### src/rtl/trace_monitor.sv
// Debug trace capture for the single-cycle core: records qualifying retired
// instructions as 4-word records in a FIFO and streams them out over valid/ready.
module trace_monitor #(
    parameter int DEPTH      = 8,
    parameter bit FILTER_ALL = 1'b0
) (
    input  logic                         clk,
    input  logic                         reset,
    input  logic                         i_enable,
    input  logic                         i_clear,
    input  logic [31:0]                  i_pc,
    input  logic [31:0]                  i_inst,
    input  logic [31:0]                  i_writeBack,
    input  logic [31:0]                  i_aluOut,
    input  logic                         i_RegWEn,
    input  logic                         i_memRW,
    output logic [31:0]                  o_data,
    output logic                         o_valid,
    input  logic                         i_ready,
    output logic                         o_overflow,
    output logic [$clog2(DEPTH+1)-1:0]   o_count
);

    localparam int AW = (DEPTH > 1) ? $clog2(DEPTH) : 1;
    localparam int CW = $clog2(DEPTH + 1);

    typedef struct packed {
        logic [31:0] w0;
        logic [31:0] w1;
        logic [31:0] w2;
        logic [31:0] w3;
    } record_t;

    typedef enum logic [2:0] {IDLE, W0, W1, W2, W3} state_t;

    record_t         mem [DEPTH];
    record_t         newRec;
    record_t         outRec;
    logic [AW-1:0]   wrPtr;
    logic [AW-1:0]   rdPtr;
    logic [CW-1:0]   count;
    logic [7:0]      seq;
    logic            dropPend;
    logic            overflow;
    state_t          state;
    state_t          stateNext;
    logic            qualify;
    logic            full;
    logic            push;
    logic            drop;
    logic            pop;

    assign qualify = i_enable & (FILTER_ALL | i_RegWEn | i_memRW);
    // Full is judged on the pre-edge count, so a same-edge pop never rescues a push.
    assign full    = (count == CW'(DEPTH));
    assign push    = qualify & ~full;
    assign drop    = qualify & full;

    assign newRec.w0 = {8'hA5, seq, 13'd0, dropPend, i_memRW, i_RegWEn};
    assign newRec.w1 = i_pc;
    assign newRec.w2 = i_inst;
    assign newRec.w3 = i_RegWEn ? i_writeBack : i_aluOut;

    // NOTE: every signal written here gets a default first so no latch is inferred.
    always_comb begin
        stateNext = state;
        pop       = 1'b0;
        case (state)
            IDLE: begin
                if (count != '0) begin
                    pop       = 1'b1;
                    stateNext = W0;
                end
            end
            W0: if (i_ready) stateNext = W1;
            W1: if (i_ready) stateNext = W2;
            W2: if (i_ready) stateNext = W3;
            W3: begin
                if (i_ready) begin
                    if (count != '0) begin
                        pop       = 1'b1;
                        stateNext = W0;
                    end else begin
                        stateNext = IDLE;
                    end
                end
            end
            default: stateNext = IDLE;
        endcase
    end

    // NOTE: record storage has no reset; slots are only read once count says they hold data.
    always_ff @(posedge clk) begin
        if (push) mem[wrPtr] <= newRec;
    end

    // NOTE: sequential state uses non-blocking assignments only.
    always_ff @(posedge clk or negedge reset) begin
        if (!reset) begin
            state    <= IDLE;
            wrPtr    <= '0;
            rdPtr    <= '0;
            count    <= '0;
            seq      <= '0;
            dropPend <= 1'b0;
            overflow <= 1'b0;
            outRec   <= '0;
        end else begin
            state <= stateNext;
            count <= count + CW'(push) - CW'(pop);
            if (push) wrPtr <= wrPtr + AW'(1);
            if (pop) begin
                rdPtr  <= rdPtr + AW'(1);
                outRec <= mem[rdPtr];
            end
            if (qualify) seq <= seq + 8'd1;
            // A drop beats a coincident clear so the loss is never hidden.
            if (drop) begin
                overflow <= 1'b1;
                dropPend <= 1'b1;
            end else if (i_clear) begin
                overflow <= 1'b0;
                dropPend <= 1'b0;
            end else if (push) begin
                dropPend <= 1'b0;
            end
        end
    end

    always_comb begin
        o_data = 32'd0;
        case (state)
            W0:      o_data = outRec.w0;
            W1:      o_data = outRec.w1;
            W2:      o_data = outRec.w2;
            W3:      o_data = outRec.w3;
            default: o_data = 32'd0;
        endcase
    end

    assign o_valid    = (state != IDLE);
    assign o_overflow = overflow;
    assign o_count    = count;

endmodule
### config.mk
export PLATFORM = sky130hd
export DESIGN_NAME = trace_monitor
export DESIGN_NICKNAME = d
export VERILOG_FILES = /design/src/rtl/trace_monitor.sv
export SDC_FILE = /design/constraint.sdc
export NUM_CORES = 1
export LEC_CHECK = 0
export CORE_AREA = 4 4 301 303
export DETAILED_ROUTE_END_ITERATION = 7
export DIE_AREA = 0 0 305 307
export HOLD_SLACK_MARGIN = 0.1
export PLACE_DENSITY_LB_ADDON = 0.15
export RECOVER_POWER = 50
export SLEW_MARGIN = 10
export SYNTH_ARGS = -nofsm -noshare
export SYNTH_HDL_FRONTEND = slang
export SYNTH_SLANG_ARGS = --single-unit
### constraint.sdc
create_clock -name clk -period 12.3 [get_ports clk]
set_input_delay 1.845 -clock clk [delete_from_list [all_inputs] [get_ports clk]]
set_output_delay 1.845 -clock clk [all_outputs]
set_load 0.02 [all_outputs]
======== Yosys cells after proc, flatten, opt, wreduce, memory -nomap -nowiden ========
Memory sizes are Yosys's and may differ from the RTL's. A register that Yosys moved wholly into a read port is not among the register bits.
Index checks and enable logic that the tools add are counted.
operators by class
  $add $sub $neg .......................... 5
  multipliers ............................. 0
  div/mod/pow operators ................... 0
  magnitude comparators ................... 0
  equality and inequality tests ........... 10
  shifts and indexed selects .............. 0
  mux-type cells .......................... 19
  bitwise logic cells ..................... 5
  reductions and logical operators ........ 7
operators with widths
  cell                                           number
  one-hot mux 32 bit (4 select lines)            1
  2-to-1 mux 32 bit                              1
  2-to-1 mux 3 bit                               5
  one-hot mux 3 bit (5 select lines)             1
  2-to-1 mux 1 bit                               10
  inequality test 2 bit, second input constant   5
  adder 8 x 1 -> 8 bit, second input constant    1
  adder 3 x 1 -> 3 bit, second input constant    2
  == test 3 x 2 -> 1 bit, second input constant  2
  nonzero test 3 bit                             2
  AND reduction 5 bit                            1
  adder 4 x 1 -> 4 bit                           1
  == test 4 bit, second input constant           1
  nonzero test 4 bit                             1
  subtractor 4 x 1 -> 4 bit                      1
  bitwise AND 1 bit                              3
  == test 3 x 1 -> 1 bit, second input constant  1
  == test 3 bit, second input constant           1
  logical NOT 3 bit                              1
  one-hot mux 1 bit (2 select lines)             1
  nonzero test 2 bit                             1
  logical NOT 1 bit                              1
  inverter 1 bit                                 1
  OR 1 bit                                       1
storage, ports and cells
  flip-flop bits (word level) ............. 55
  latch bits .............................. 0
  bits in writable memories ............... 856
  bits in read-only memories .............. 0
  input bits .............................. 135
  output and inout bits ................... 38
  word-level logic and storage cells ...... 55
  memories ................................ 1
memory list
  name  depth  width  read ports  clocked after Yosys merged registers in  write ports  line  RTL
  mem   8      107    1           1                                        1            36    record_t mem [DEPTH];

======== Logic depth before layout (Yosys ltp) ========
  depth in word-level cells ............... 6
  mapped depth ............................ 11
  gate-level depth less buffers ........... 10

======== Least setup slack after synthesis ========
Ideal clock, no wire load.
  path kind ............................... input port to flip-flop
  from .................................... input port i_RegWEn
  to ...................................... memory mem[0][0] in the netlist's numbering, enable pin
  library setup time ...................... 835 ps
  data arrival time ....................... 12580 ps
  data required time ...................... 11465 ps
  slack ................................... -1116 ps
  cell stages on the path ................. 4
  buffers on the path ..................... 1
  cells stage by stage .................... clkbuf_1 -> o21a_1 -> nand2_1 -> nor4_1
between the ends
  word-level cells in the longest chain between the ends .. 5
RTL lines
  what                                    line  RTL
  from (decl)                             15    input logic i_RegWEn,
  OR 1 bit                                53    assign qualify = i_enable & (FILTER_ALL | i_RegWEn | i_memRW);
  bitwise AND 1 bit                       53
  bitwise AND 1 bit                       56    assign push = qualify & ~full;
  2-to-1 mux 1 bit                        94    if (push) mem[wrPtr] <= newRec;
  2-to-1 mux 1 bit (not written as such)  94
  to (decl)                               36
Every way passes these cells.

======== Worst setup path after layout ========
  from .................................... input port i_RegWEn
  to ...................................... memory mem[1][35] in the netlist's numbering, enable pin
The elaborated chain is that of the path after synthesis.

==> reports/results.ini <==
[pwr]
power_density_nw_per_um2 = 241.0
power_switching_w = 0.003233
switching_share_pct = 29.50
p_seq_share_pct = 42.8
clockPowerShare_pct = 28.2
p_comb_share_pct = 28.9
ir_worst_vdd_v = 0.0002217
p_leak_nw = 15.45
power.internal_w = 0.007727

[finish]
drive_above_1_share_pct = 22.33
areaGrowthSynthToFinish_pct = 15.81
post-route-cell-area_um2 = 45480
final_nets = 2061
utilization_pct = 51.71
final_cell_count_no_fill = 3170

[cts]
holdBufCountCts = 0
clkTransAtPathRegs_ns = 0.06
cts_made_buffers = 101
cts_tree = yes
h-tree-depth = 3
root_buffer = clkbuf_16
clk_latency_ns = 0.65
cts_sinks = 987
postCtsResizedCells = 0
cts_setup_buffers = 0
cts_buffer_depth = 3

[synth]
synth-edff-count = 856
ys.warnings.count = 0
yosys-top-cells-count = 856 x edfxtp_1, 212 x mux2_2, 173 x mux4_1, 131 x dfrtp_1, 41 x mux4_2
syn_inst = 1703
ys_ff_latch = 987
ys.flop_type = edfxtp_1
yosysTopAreaCell = edfxtp_1
synth_area_leaders = edfxtp_1 65%, mux4_1 12%, dfrtp_1 8.3%
async_flop_share_pct = 13.27
synth.cell_area_um2 = 39270
synth.top_cell.area_share_pct = 65.45
syn_avg_cell_area_um2 = 23.06
yosysMostFrequentCell = edfxtp_1
synthesis.nets = 1848
yosysUniqueCellTypes = 44
synth_seq_area_share_pct = 73.80

[min_path]
hold_class = flip-flop to flip-flop
hold_path_startpoint = outRec[125]
whs_endpoint = outRec[125]
hold-path-cell-count = 1

[drt]
drcViolationCount = 0
wire_per_inst_um = 27.41
vias = 17790
first_pass_iters = 4
first_iter_violations = 1419
vias_per_cell = 5.613
ant_nets = 0
drt_wl_total_um = 86880

[worst_setup_path]
cp.arrival_ns = 6.28
endpoint_kind = flip-flop
cp.depth = 6
cpMostUsedCell = buf_4
cp_slowest_cell = clkbuf_1
reg2reg_setup_slack_ns = 7.69
cpLargestDelayFamily = buffers and inverters
crit_chain = clkbuf_1 > o21a_1 > nand2_1 > nor3_2 > buf_4 > buf_4
reg2regPathDepth = 4
startpoint_type = input pin
crit_type = input pin to flip-flop
worst_ep_required_time_ns = 12.55
crit_fanout = 55
path_buf_inv = 3
timing.rr.end = outRec[116]
r2r-start = state[0]
max_stage_delay_ns = 1.71

[sta]
period_minus_slack_ns = 6.034
max-slew-margin-rel_pct = -227.6
finalMaxSlewViolations = 185
rsz0062_at_grt = no
finalHoldViolCount = 0
clock.fmax_mhz = 165.7
period_share_pct = 49.05
finClkSkew_ns = 0.02321
worstMarginPinSlew_ns = 4.914
setup_tns_ns = 0
setup_viol = 0

[global_routing]
grt_pass1_vias = 18790
grt_max_degree = 130
grt_overflow = 0
grt_antenna_before_repair = 19
grt_pass1_wl_um = 128300
track_usage_pct = 18.52

[placement]
place_congestion = 0.7399
port_buffers = 172
place_hpwl_um = 49040
dpl-instance-area_um2 = 42130
place_inst = 2978

[floorplanning]
dieArea_um2 = 93640
die_y_um = 307
start_util_pct = 44.65
coreArea_um2 = 87970
num_rows = 109
die_w_um = 305
io_pins = 173

[outcome]
outcome = complete, but fails checks
violations = max-capacitance violations, max-slew violations

[flow_run]
timing.max_cap.violations = 4

logic make-up (layout without fill, tap and decap cells):
group / Yosys count / after routing / synth area share, %
flops: 987 / 987 / 73.80
mux: 494 / 494 / 22.20
buf+inv: 98 / 397 / 1.695
compound gates: 56 / 56 / 1.032
simple gates: 44 / 44 / 0.6309
xor+xnor: 14 / 14 / 0.3122
fa+ha+maj: 10 / 10 / 0.3377
other cells: 0 / 3 / 0
power by group through the flow:
stage | registers, W | clock network, W | logic (W)
final | 0.00470 | 0.00309 | 0.00317
after global routing | 0.00475 | 0.00332 | 0.00340
after CTS | 0.00471 | 0.00317 | 0.00324
after detailed placement | 0.00477 | 0 | 0.00323
after global placement | 0.00475 | 0 | 0.00320
after floorplan | 0.00453 | 0 | 0.00241
registers in the layout, indices dropped and copies added (netlist names):
register / count
state: 3
dropPend: 1
outRec: 108
o_overflow: 1
o_count: 4
wrPtr: 3
mem: 856
rdPtr: 3
seq: 8
area by class of cell:
type	count	area, um^2
diodes	3	7.507
clock buffers	132	2745
clock inverters	57	638.1
fillers	6886	42480
inverters	7	26.28
multi-input cells	618	9669
flip-flops and latches	987	29000
well taps	1165	1458
repair buffers	201	1944
worst max-delay path by stage:
stage / from / end / slack (ns)
after floorplan: i_RegWEn / mem[2][0] / 1.78
after global placement: i_RegWEn / mem[1][0] / 6.62
after detailed placement: i_RegWEn / mem[1][0] / 6.55
after CTS: state[0] / o_data[1] / 6.72
after global routing: reset / rdPtr[0] / 5.49
final: i_RegWEn / mem[1][35] / 6.27
metrics by stage:
stage	hold slack [ns]	worst slack [ns]	total power, W
finish	0.4657	6.266	0.01096
global route	0.4909	5.488	0.01147
CTS	0.4652	6.719	0.01112
detailed placement	0.4505	6.549	0.008004
global placement	0.4452	6.617	0.007953
floorplan	0.4308	1.778	0.006943
layout by cell type, fill, tap and decap left out, drive strengths merged, types with 8 or more instances in the layout:
master           n
edfxtp         856
mux2           248
mux4           214
clkbuf         136
dfrtp          131
clkdlybuf4s50  104
dlygate4sd3     66
clkinv          35
mux2i           32
buf             27
o2bb2ai         18
o22ai           17
bufinv          13
inv             12
a22oi           11
ha               9
nand2            8
xor2             8
worst reg2reg max path: cells and delay by family (launching register included):
kind,cells,cell delay [ns]
buf+inv,2,2.64
flops,1,0.82
mux,1,0.45
simple gates,1,0.59
metal layers:
layer  wire, um  track usage [%]  vias to the layer above
met3       4669            4.070                      134
li1           -                -                     7697
met4       2185            4.863                        4
met1      37540            25.68                     9498
met2      42460            30.12                      459
met5         27                0                        -
No activity file was read; power rests on OpenSTA's default activity.
